`config.mk`:
```
export PLATFORM = sky130hd
export DESIGN_NAME = router_sync_n
export DESIGN_NICKNAME = d
export VERILOG_FILES = /design/src/rtl/router_sync_n.sv
export SDC_FILE = /design/constraint.sdc
export NUM_CORES = 1
export LEC_CHECK = 0
export BUFFER_PORTS_ARGS = -buffer_cell sky130_fd_sc_hd__buf_2
export CORE_ASPECT_RATIO = 1.25
export CORE_MARGIN = 3
export CORE_UTILIZATION = 31
export DETAILED_ROUTE_END_ITERATION = 7
export GPL_ROUTABILITY_DRIVEN = 0
export HOLD_SLACK_MARGIN = 0.06
export PLACE_DENSITY_LB_ADDON = 0.05
export SLEW_MARGIN = 0
export SYNTH_ARGS = -nofsm -noshare
export SYNTH_HDL_FRONTEND = slang
export SYNTH_SLANG_ARGS = --single-unit
```
`constraint.sdc`:
```
create_clock -name clk -period 3.41 [get_ports clk]
set_input_delay 0.341 -clock clk [delete_from_list [all_inputs] [get_ports clk]]
set_output_delay 0.341 -clock clk [all_outputs]
set_load 0.02 [all_outputs]
```
`src/rtl/router_sync_n.sv`:
```
// rtl/router_sync_n.sv - N-channel router synchroniser: address latch, one-hot write enable, full mux, valid, timeout soft reset.
// Optional sticky timeout status under ROUTER_SYNC_STICKY_STATUS_EN.
module router_sync_n #(
    parameter int NUM_CH  = 3,
    parameter int ADDR_W  = $clog2(NUM_CH),
    parameter int TIMEOUT = 30,
    parameter int CNT_W   = 5
) (
    input  logic              clk,
    input  logic              reset,
    input  logic              detect_addr,
    input  logic [ADDR_W-1:0] datain,
    input  logic              we_reg,
    input  logic [NUM_CH-1:0] re,
    input  logic [NUM_CH-1:0] empty,
    input  logic [NUM_CH-1:0] full,
`ifdef ROUTER_SYNC_STICKY_STATUS_EN
    input  logic              sts_clr,
    output logic [NUM_CH-1:0] timeout_sts,
`endif
    output logic [NUM_CH-1:0] we,
    output logic [NUM_CH-1:0] vld_out,
    output logic [NUM_CH-1:0] soft_reset,
    output logic              fifo_full,
    output logic              addr_err
);

    localparam logic [CNT_W-1:0]  LP_TMAX   = CNT_W'(TIMEOUT - 1);
    localparam logic [ADDR_W:0]   LP_NUM_CH = (ADDR_W + 1)'(NUM_CH);

    if (TIMEOUT == 0 || TIMEOUT >= (2 ** CNT_W)) begin : g_timeout_range_err
        $error("router_sync_n: TIMEOUT must be in 1..2**CNT_W-1");
    end
    if (NUM_CH < 2 || NUM_CH > 16) begin : g_num_ch_range_err
        $error("router_sync_n: NUM_CH must be in 2..16");
    end

    logic [ADDR_W-1:0] r_fifo_addr;
    logic [CNT_W-1:0]  r_cnt [NUM_CH];
    logic [NUM_CH-1:0] r_soft_reset;
    logic [NUM_CH-1:0] w_stall;
    logic [NUM_CH-1:0] w_hit;
    logic              w_addr_err;

    always_ff @(posedge clk) begin
        if (reset) begin
            r_fifo_addr <= '0;
        end else if (detect_addr) begin
            r_fifo_addr <= datain;
        end
    end

    assign w_addr_err = ({1'b0, r_fifo_addr} >= LP_NUM_CH);
    assign addr_err   = w_addr_err;
    assign vld_out    = ~empty;

    // Decode by compare rather than shift/index so an out-of-range address selects nothing.
    always_comb begin
        we        = '0;
        fifo_full = 1'b0;
        for (int i = 0; i < NUM_CH; i++) begin
            if (!w_addr_err && r_fifo_addr == ADDR_W'(i)) begin
                we[i]     = we_reg;
                fifo_full = full[i];
            end
        end
    end

    always_comb begin
        w_stall = '0;
        w_hit   = '0;
        for (int i = 0; i < NUM_CH; i++) begin
            w_stall[i] = vld_out[i] && !re[i];
            w_hit[i]   = w_stall[i] && (r_cnt[i] == LP_TMAX);
        end
    end

    // The pulse cycle also restarts the window, so a persisting stall repeats every TIMEOUT cycles.
    always_ff @(posedge clk) begin
        if (reset) begin
            r_soft_reset <= '0;
            for (int i = 0; i < NUM_CH; i++) begin
                r_cnt[i] <= '0;
            end
        end else begin
            r_soft_reset <= w_hit;
            for (int i = 0; i < NUM_CH; i++) begin
                if (!w_stall[i] || w_hit[i]) begin
                    r_cnt[i] <= '0;
                end else begin
                    r_cnt[i] <= r_cnt[i] + CNT_W'(1);
                end
            end
        end
    end

    assign soft_reset = r_soft_reset;

`ifdef ROUTER_SYNC_STICKY_STATUS_EN
    logic [NUM_CH-1:0] r_timeout_sts;

    // Set has priority over clear so a timeout coinciding with sts_clr is not lost.
    always_ff @(posedge clk) begin
        if (reset) begin
            r_timeout_sts <= '0;
        end else begin
            r_timeout_sts <= (r_timeout_sts & ~{NUM_CH{sts_clr}}) | w_hit;
        end
    end

    assign timeout_sts = r_timeout_sts;
`endif

endmodule

```
==> impl_metrics.ini <==
[setup_path]
worstSetupPathType = reg2out
r2r_setup_slack_ns = 2.17
arrival_ns = 1.17
start_kind = register
cp-end-kind = output pin
worst_ep_required_time_ns = 3.07
critPathMaxFanout = 7

[layout]
final_common_cell = buf_2
area_growth_pct = 25.6
multi_input_area_um2 = 450
final_nets = 152
stdcell_count = 166
fillers = 307
regArea_um2 = 551
final_cell_mix = buf_2 (25), nor2_1 (18), edfxtp_1 (15), conb_1 (15)
diodes = 0
layout-drive-gt1-share = 0.231

[route]
postRouteAntennaNets = 0
drt_first_pass_iters = 2
drc = 0
wirelength_um = 1470
drt-initial-drc-count = 14
vias_per_cell = 4.12
via_count = 684
wire_per_inst_um = 8.85

[clock_network]
cts_buffers = 3
clkLatencyLatePin_ns = 0.29
clockBufferDepth = 2
cts_root_buf = clkbuf_4
cts_hold_buf = 0
htreeDepth = 1
post_cts_buffers = 0
clock_sinks = 20
clkTransAtPathRegs_ns = 0.10
cts_resized = 0
cts_tree = yes

[grt]
grt_pass1_vias = 614
overflow = 0
track_usage = 0.0869
grt_max_degree = 12
antenna_found_initial = 0
grt_pass1_wl_um = 2550

[place]
io_buffers = 25
placed_cells = 162
place_ws_ns = 2.18
place_hpwl_um = 1220

[synth]
synth_cells = 87
ys_types = 20
yosysTopAreaCellShare = 0.464
synth_area_um2 = 971
synth_area_leaders = edfxtp_1 (46%), dfxtp_1 (10%), ha_1 (7.7%), nor2_1 (7.0%), xor2_1 (5.4%)
yosys_warnings = 0
synth_seq_area_share = 0.567
yosysTopAreaCell = edfxtp_1
avgSynthCellArea_um2 = 11.2
synth_seq_cells = 20

[timing]
hold_ws_ns = 0.284
worst_slack_ns = 1.90
finalHoldViolations = 0
slew_violations = 0
fin_skew_ns = 0.00686
period_minus_slack_ns = 1.51
finalSetupViolations = 0
finalCritPeriodShare = 0.444
setup-tns-final_ns = 0
fmax_mhz = 661
rsz0062_at_grt = no

[floorplanning]
core_area_um2 = 2970
die_w_um = 56.1
die_area_um2 = 3840
initial_core_util = 0.327
die_h_um = 68.6
rows = 22
pin_count = 26

[min_path]
hold_class = in2reg

[power_and_ir_drop]
p_per_area_nw_per_um2 = 359
vdd_ir_drop_max_mv = 0.269
power.leakage_nw = 0.543
p_total_w = 0.000438

[flow_run]
cap_violations = 0

[status]
status = finished, final reports clean
[power breakdown]
part	total (W)	leakage (nW)	internal, W	switching (W)
Sequential	0.000282	0.195	0.000272	0.00000998
Clock	0.000109	0.0154	0.0000425	0.0000667
Combinational	0.0000470	0.333	0.0000212	0.0000258
[cells by family after synthesis]
kind of cell	after synthesis	synth area share
AO/OA/AOI/OAI	1	0.00515
XOR/XNOR	9	0.0812
adder cells (fa/ha/maj)	6	0.0773
buffers and inverters	6	0.0232
flip-flops	20	0.567
multiplexers	3	0.0309
other	1	0.00386
AND/OR/NAND/NOR	41	0.211
[layer usage]
metal | vias to the layer above | share of wire | global-route usage
li1 | 366 | - | -
met1 | 299 | 0.47 | 0.106
met2 | 17 | 0.44 | 0.135
met3 | 2 | 0.074 | 0.0279
met4 | 0 | 0.016 | 0.0534
met5 | - | 0 | 0
[synth_stat cells (all sizes together)]
cell,count
dfxtp,5
xnor2,3
and3b,1
nand2,4
edfxtp,15
conb,1
xor2,6
nor3,3
ha,6
nor2b,3
mux2i,3
o21ai,1
nand3,6
nand3b,1
nor3b,1
nor2,18
nand4,3
and2,1
inv,6
[final cells by class]
| cell class | instances | share of cell area |
|---|---|---|
| Timing Repair Buffer | 25 | 0.103 |
| Clock inverter | 1 | 0.00308 |
| Inverter | 6 | 0.0185 |
| Sequential cell | 20 | 0.451 |
| Multi-Input combinational cell | 75 | 0.369 |
| Tap cell | 36 | 0.0369 |
| Clock buffer | 3 | 0.0185 |
[path summary, 6_finish.rpt]
path	start	to	depth (start not counted)
worst min-delay path	datain[1]	r_fifo_addr[1]	3
worst max register to register	r_cnt[1][0]	r_cnt[1][4]	4
worst max-delay path	r_fifo_addr[1]	fifo_full	3
worst min register to register	r_fifo_addr[1]	r_fifo_addr[1]	2
[worst max-delay path: stages, from the launching register on]
cell	delay, ns
dfxtp_1	0.44
mux2i_1	0.20
o21ai_0	0.08
buf_2	0.16
[flip-flops by register name, indices dropped and copies added (netlist names)]
signal,cells
soft_reset,3
r_fifo_addr,2
r_cnt,15
[per-stage QoR]
| stage | cell area [um2] | utilization |
|---|---|---|
| 6_report | 1220 | 0.410 |
| 5_1_grt | 1220 | 0.410 |
| 3_3_place_gp | 1190 | 0.402 |
| 2_1_floorplan | 1020 | - |
| 3_5_place_dp | 1190 | 0.402 |
| 4_1_cts | 1220 | 0.410 |
Note: power is estimated with default switching activity, not from simulation.
